## config.mk

```make
export PLATFORM = sky130hd
export DESIGN_NAME = fifo_ptr_ctrl
export DESIGN_NICKNAME = d
export VERILOG_FILES = /design/src/rtl/fifo_ptr_ctrl.sv
export SDC_FILE = /design/constraint.sdc
export NUM_CORES = 1
export LEC_CHECK = 0
export ABC_AREA = 1
export CAP_MARGIN = 25
export CORE_MARGIN = 4
export CORE_UTILIZATION = 49
export CTS_CLUSTER_DIAMETER = 50
export DETAILED_ROUTE_END_ITERATION = 10
export PLACE_DENSITY_LB_ADDON = 0.1
export SKIP_CTS_REPAIR_TIMING = 1
export SLEW_MARGIN = 25
export SYNTH_ARGS = -nofsm -noshare
export SYNTH_HDL_FRONTEND = slang
export SYNTH_SLANG_ARGS = --single-unit
```

## constraint.sdc

```tcl
create_clock -name clk -period 3.01 [get_ports clk]
set_input_delay 0.4515 -clock clk [delete_from_list [all_inputs] [get_ports clk]]
set_output_delay 0.4515 -clock clk [all_outputs]
set_load 0.05 [all_outputs]
```

## src/rtl/fifo_ptr_ctrl.sv

```systemverilog
// Pointer, flag and error controller for a single-clock FIFO of 2^ADDR_W entries.
// Full/empty come from (ADDR_W+1)-bit wrap-extended pointer comparison; a small FSM shadows them.
module fifo_ptr_ctrl #(
    parameter int unsigned ADDR_W   = 4,
    parameter int unsigned AF_LEVEL = 12,
    parameter int unsigned AE_LEVEL = 4
) (
    input  logic              clk,
    input  logic              rst_n,
    input  logic              wr_en,
    input  logic              rd_en,
    input  logic              flush,
    input  logic              clr_err,
    output logic              mem_we,
    output logic              rd_ack,
    output logic [ADDR_W-1:0] wr_addr,
    output logic [ADDR_W-1:0] rd_addr,
    output logic [ADDR_W:0]   count,
    output logic              full,
    output logic              empty,
    output logic              almost_full,
    output logic              almost_empty,
    output logic              overflow,
    output logic              underflow
);

    localparam int unsigned PtrW  = ADDR_W + 1;
    localparam int unsigned Depth = 1 << ADDR_W;

    typedef enum logic [1:0] {StEmpty, StActive, StFull} state_e;

    logic [PtrW-1:0] wr_ptr_q, wr_ptr_d;
    logic [PtrW-1:0] rd_ptr_q, rd_ptr_d;
    logic [PtrW-1:0] count_q, count_d;
    logic            overflow_q, overflow_d;
    logic            underflow_q, underflow_d;
    state_e          state_q, state_d;
    logic            fsm_empty, fsm_full;
    logic            wr_acc, rd_acc;

    assign empty = (wr_ptr_q == rd_ptr_q);
    assign full  = (wr_ptr_q[ADDR_W-1:0] == rd_ptr_q[ADDR_W-1:0]) &&
                   (wr_ptr_q[ADDR_W] != rd_ptr_q[ADDR_W]);

    // Acceptance is blocked during flush and while reset is held so strobes read as idle.
    assign wr_acc = wr_en & ~full & ~flush & rst_n;
    assign rd_acc = rd_en & ~empty & ~flush & rst_n;

    assign mem_we       = wr_acc;
    assign rd_ack       = rd_acc;
    assign wr_addr      = wr_ptr_q[ADDR_W-1:0];
    assign rd_addr      = rd_ptr_q[ADDR_W-1:0];
    assign count        = count_q;
    assign almost_full  = (count_q >= PtrW'(AF_LEVEL));
    assign almost_empty = (count_q <= PtrW'(AE_LEVEL));
    assign overflow     = overflow_q;
    assign underflow    = underflow_q;

    always_comb begin
        wr_ptr_d = wr_ptr_q;
        rd_ptr_d = rd_ptr_q;
        count_d  = count_q;
        if (flush) begin
            wr_ptr_d = '0;
            rd_ptr_d = '0;
            count_d  = '0;
        end else begin
            if (wr_acc) wr_ptr_d = wr_ptr_q + PtrW'(1);
            if (rd_acc) rd_ptr_d = rd_ptr_q + PtrW'(1);
            unique case ({wr_acc, rd_acc})
                2'b10:   count_d = count_q + PtrW'(1);
                2'b01:   count_d = count_q - PtrW'(1);
                default: count_d = count_q;
            endcase
        end
    end

    // A fresh error in the same cycle as clr_err keeps the flag set.
    always_comb begin
        overflow_d  = overflow_q;
        underflow_d = underflow_q;
        if (clr_err) begin
            overflow_d  = 1'b0;
            underflow_d = 1'b0;
        end
        if (wr_en && full)  overflow_d  = 1'b1;
        if (rd_en && empty) underflow_d = 1'b1;
    end

    always_ff @(posedge clk or negedge rst_n) begin
        if (!rst_n) begin
            wr_ptr_q    <= '0;
            rd_ptr_q    <= '0;
            count_q     <= '0;
            overflow_q  <= 1'b0;
            underflow_q <= 1'b0;
        end else begin
            wr_ptr_q    <= wr_ptr_d;
            rd_ptr_q    <= rd_ptr_d;
            count_q     <= count_d;
            overflow_q  <= overflow_d;
            underflow_q <= underflow_d;
        end
    end

    always_ff @(posedge clk or negedge rst_n) begin
        if (!rst_n) begin
            state_q <= StEmpty;
        end else begin
            state_q <= state_d;
        end
    end

    always_comb begin
        state_d = state_q;
        if (flush) begin
            state_d = StEmpty;
        end else begin
            unique case (state_q)
                StEmpty: begin
                    if (wr_acc) state_d = StActive;
                end
                StActive: begin
                    if (count_q == PtrW'(Depth - 1) && wr_acc && !rd_acc) begin
                        state_d = StFull;
                    end else if (count_q == PtrW'(1) && rd_acc && !wr_acc) begin
                        state_d = StEmpty;
                    end
                end
                StFull: begin
                    if (rd_acc) state_d = StActive;
                end
                default: state_d = StEmpty;
            endcase
        end
    end

    always_comb begin
        fsm_empty = (state_q == StEmpty);
        fsm_full  = (state_q == StFull);
    end

    fsm_flags_consistent: assert property (@(posedge clk) disable iff (!rst_n)
        (fsm_empty == empty) && (fsm_full == full));

endmodule

```

==> results.md <==
Synthesis:
- In this run the mean area of a mapped cell was 8.18 um^2.
- After technology mapping, the gate count stands at 142.
- The synthesized netlist devotes 10.2% of its cell area to compound gates.
- Synthesis produced a netlist with a net count of 154.
- The biggest area contributor in the post-synthesis netlist is dfrtp_1.
- After synthesis, the netlist uses 23 different library cells.
- The async set or reset register ratio after synthesis is 100%.
- After Yosys synthesis, full adders, half adders and majority gates account for 7.11% of the synthesized area.
- The number of storage elements in the synthesis netlist is 17.
- The share of the Yosys chip area taken by registers is between 30% and 40%.
- In this run the biggest area consumer among cell types represents between 30% and 40% of the synthesized area.
- The number of enable flip-flop cells after synthesis is 0.
- By area the synthesized netlist is led by dfrtp_1, nand2_1, inv_1, nand2_4, nand3_1.
- The share of synthesized area spent on multiplexers is 0%.
- After Yosys synthesis, XOR and XNOR cells account for 6.03% of the synthesized area.
- The dominant combinational cell family by area after synthesis is simple AND/OR/NAND/NOR gates.
- The cell area after technology mapping is around 1200 um^2.
- The most used flip-flop cell after synthesis is dfrtp_1.
- The number of warnings issued by yosys is 0.
- The simple-gate share of the synthesized area is 27.2%.

Final layout:
- The layout net count is approximately 180.
- The area growth from synthesis to layout is 24.9%.
- Leaving out fill and tap cells, the most frequent cell in the layout is nand2_1.
- The post-route netlist has about 15% of its cells at a drive strength greater than 1.
- The number of inserted diodes is 0.
- In the layout the commonest cells are nand2_1, clkdlybuf4s50_1, inv_1.
- The layout has ~180 filler cells.

Setup path:
- The startpoint type of the worst setup path is a register.
- The number of cell instances on the worst register-to-register path is 18.
- The largest fanout of any net on the critical path is 5.
- The data arrival time at the worst-slack endpoint is between 2 and 2.5 ns.
- The cell class contributing the biggest share of worst-path delay is buffers and inverters.
- For flop-to-flop paths, the worst setup slack is 0.52 ns.
- STA puts the critical path data required time at 2.56 ns.
- The largest single stage delay on the critical path is roughly 0.80 ns.
- The type of destination of the critical path is an output port.
- The beginning of the worst register-to-register path is wr_ptr_q[0].
- The signal on the critical path passes through inv_1 -> nand2_1 -> nand2_1 -> nor2_2 -> nand3_2 -> inv_1 -> clkdlybuf4s50_1.
- The critical path class is reg2out.
- The endpoint of the worst register-to-register path is count[4].
- Among all stages on the critical path, the largest delay is contributed by clkdlybuf4s50_1.
- The critical path contains buffers and inverters numbering 3 combined.

Global route:
- The combined global-route utilization of all metal layers is approximately 17%.
- The first global-routing pass estimated 4.34 mm of wire.
- For met3 alone, demand over resource in global routing was 3.68%.
- The global routing stage identified its most utilized layer as met2.
- The number of global-route vias before repair was about 960.
- The initial antenna violation count is 0.
- The met1 usage is 24.3%.
- Global routing consumed, on the met2 layer, 25.6% of the routing resources.
- Entering global routing, the biggest net connects 15 pins.
- The global route total overflow is 0.

CTS:
- The clock tree buffer depth is 2.
- The clock root buffer master is clkbuf_4.
- The number of clock buffers added by TritonCTS is 3.
- CTS built an H-tree with a depth of 1.
- Clock-pin slew was measured on the worst setup and hold paths at 0.09 ns.
- The later-pin clock latency in the skew report is around 0.28 ns.
- The clock sink count is 17.
- TritonCTS built the clock tree.

Die:
- In this run the standard cell core region covers 2230 um^2.
- The floorplan step defined a die boundary enclosing 3210 um^2.
- The floorplan has 17 rows.
- For this design the top-level I/O count stands at 27.
- In this run the horizontal extent of the chip is around 57 um.
- Measured along the y axis, the die boundary spans 56.7 um.
- The effective utilization at floorplan is a little over 50%.

Power:
- In this run the static leakage power is around 0.69 nW.
- Across the VDD grid, the largest voltage drop is 272 uV.
- The power density over the cells is between 400 and 500 nW/um^2.

Timing:
- The final-report max-slew violation count is 0.
- Setup repair after global routing left no endpoint under its margin.
- The worst path in the final design needs a cycle of around 2.6 ns, including I/O delays and setup.
- The transition at the pin with the smallest max-transition slack is 0.505 ns.
- The final number of setup-violating endpoints is 0.
- Clock skew on the completed layout was measured at 0.00643 ns.
- Based on the critical path, the design can be clocked at up to 385 MHz.
- The number of hold-slack violations in the final timing report is 0.
- The setup TNS after final layout is 0 ns.
- The headroom to the max-slew limit is 66.2%.
- Of the available clock period, the critical path in the final layout requires roughly 86%.
- The post-layout worst setup margin is 0.413 ns.

Placed design:
- After legalization and detailed placement, the total HPWL measured a little over 2 mm.
- The congestion estimate from routability-driven global placement came to ~0.9.
- Port buffering added 26 buffers.
- Before CTS, the worst setup slack after placement is 0.194 ns.

Detailed routing:
- The average detailed-routed wire length per instance is approximately 13 um.
- The first TritonRoute pass finished after 4 iterations.
- In the routed layout, each cell is associated on average with a via count of 5.16.
- After detailed routing, the number of remaining DRC violations is 0.
- The routed layout has 996 vias.
- The count of nets left with antenna violations once routing finished came out at 0.
- The initial detailed-routing violation count is 23.
- The final layout contains routed wiring with a total length of around 2.5 mm.

Min path:
- The path type of the worst min-delay path is in2async.

Status:
- The flow ran to the end, and the final reports show no timing, DRC or antenna violations.

Job:
- The tool flagged a number of max-cap violations equal to 0.
## logic make-up after synthesis
logic type | after synthesis
flops | 17
xor+xnor | 8
fa+ha+maj | 6
simple gates | 60
buf+inv | 31
compound gates | 20
## cells in the mapped netlist (2+ instances only)
library cell,n
nand2_1,29
inv_1,19
dfrtp_1,17
nand3_1,13
buf_4,8
nand2_4,6
o21ai_0,6
ha_1,5
o21ai_1,4
o21ai_2,4
xnor2_1,4
xor2_1,4
a21oi_1,3
inv_2,3
nor2_1,3
o22ai_1,3
and3_1,2
nand3_2,2
nor2_2,2
nor3_1,2
## flip-flops by register name (all words and copies together) (netlist names)
register / flops
underflow: 1
count: 5
rd_ptr_q: 5
overflow: 1
wr_ptr_q: 5
## stage by stage
stage	instance area, um^2	power [mW]	hold WS [ns]	utilization, %	cells
floorplan	1160	0.431	0.156	-	142
global placement	1420	0.509	0.518	63.8	189
CTS	1450	0.630	0.379	64.9	193
global route	1450	0.657	0.386	64.9	193
detailed placement	1420	0.514	0.527	63.8	189
finish	1450	0.624	0.390	64.9	193
## routing by layer
metal,share of wire [%],up-vias
met2,46,20
met1,49,473
met3,4.0,4
li1,-,499
met4,1.2,0
met5,0,-
## where the power goes
part	total (mW)	leakage, nW	internal, mW	switching, mW
Sequential	0.262	0.231	0.244	0.0180
Combinational	0.247	0.447	0.0827	0.164
Clock	0.116	0.0150	0.0514	0.0644
## worst reg2reg max path, cell delays in order (launching register included)
cell	delay [ns]
dfrtp_1	0.44
inv_1	0.09
nand2_1	0.06
nand2_1	0.06
nor2_2	0.19
nand3_2	0.14
nand2_4	0.14
inv_4	0.07
nand2_4	0.09
inv_1	0.08
ha_1	0.33
a21oi_1	0.21
nand3_1	0.09
nand2_1	0.10
inv_1	0.05
nand3_1	0.07
nand2_1	0.06
nand3_1	0.06
nand2_1	0.05
## how the worst max path moves through the flow
stage / start / end / slack (ns) / depth (start not counted)
after floorplan: count[2] / almost_full / 0.65 / 2
after CTS: wr_ptr_q[0] / empty / 0.39 / 7
after global placement: flush / count[4] / 0.25 / 16
after global routing: rd_ptr_q[0] / count[4] / 0.22 / 19
after detailed placement: flush / count[4] / 0.19 / 16
final: wr_ptr_q[0] / empty / 0.41 / 7
## layout make-up
class | count | area (um^2) | area share, %
multi-input combinational | 94 | 587 | 40.5
sequential | 17 | 425 | 29.3
timing repair buffer | 27 | 288 | 19.8
inverter | 23 | 88.8 | 6.13
tap | 28 | 35.0 | 2.42
clock buffer | 4 | 26.3 | 1.81
(Power assumes the default switching activity.)
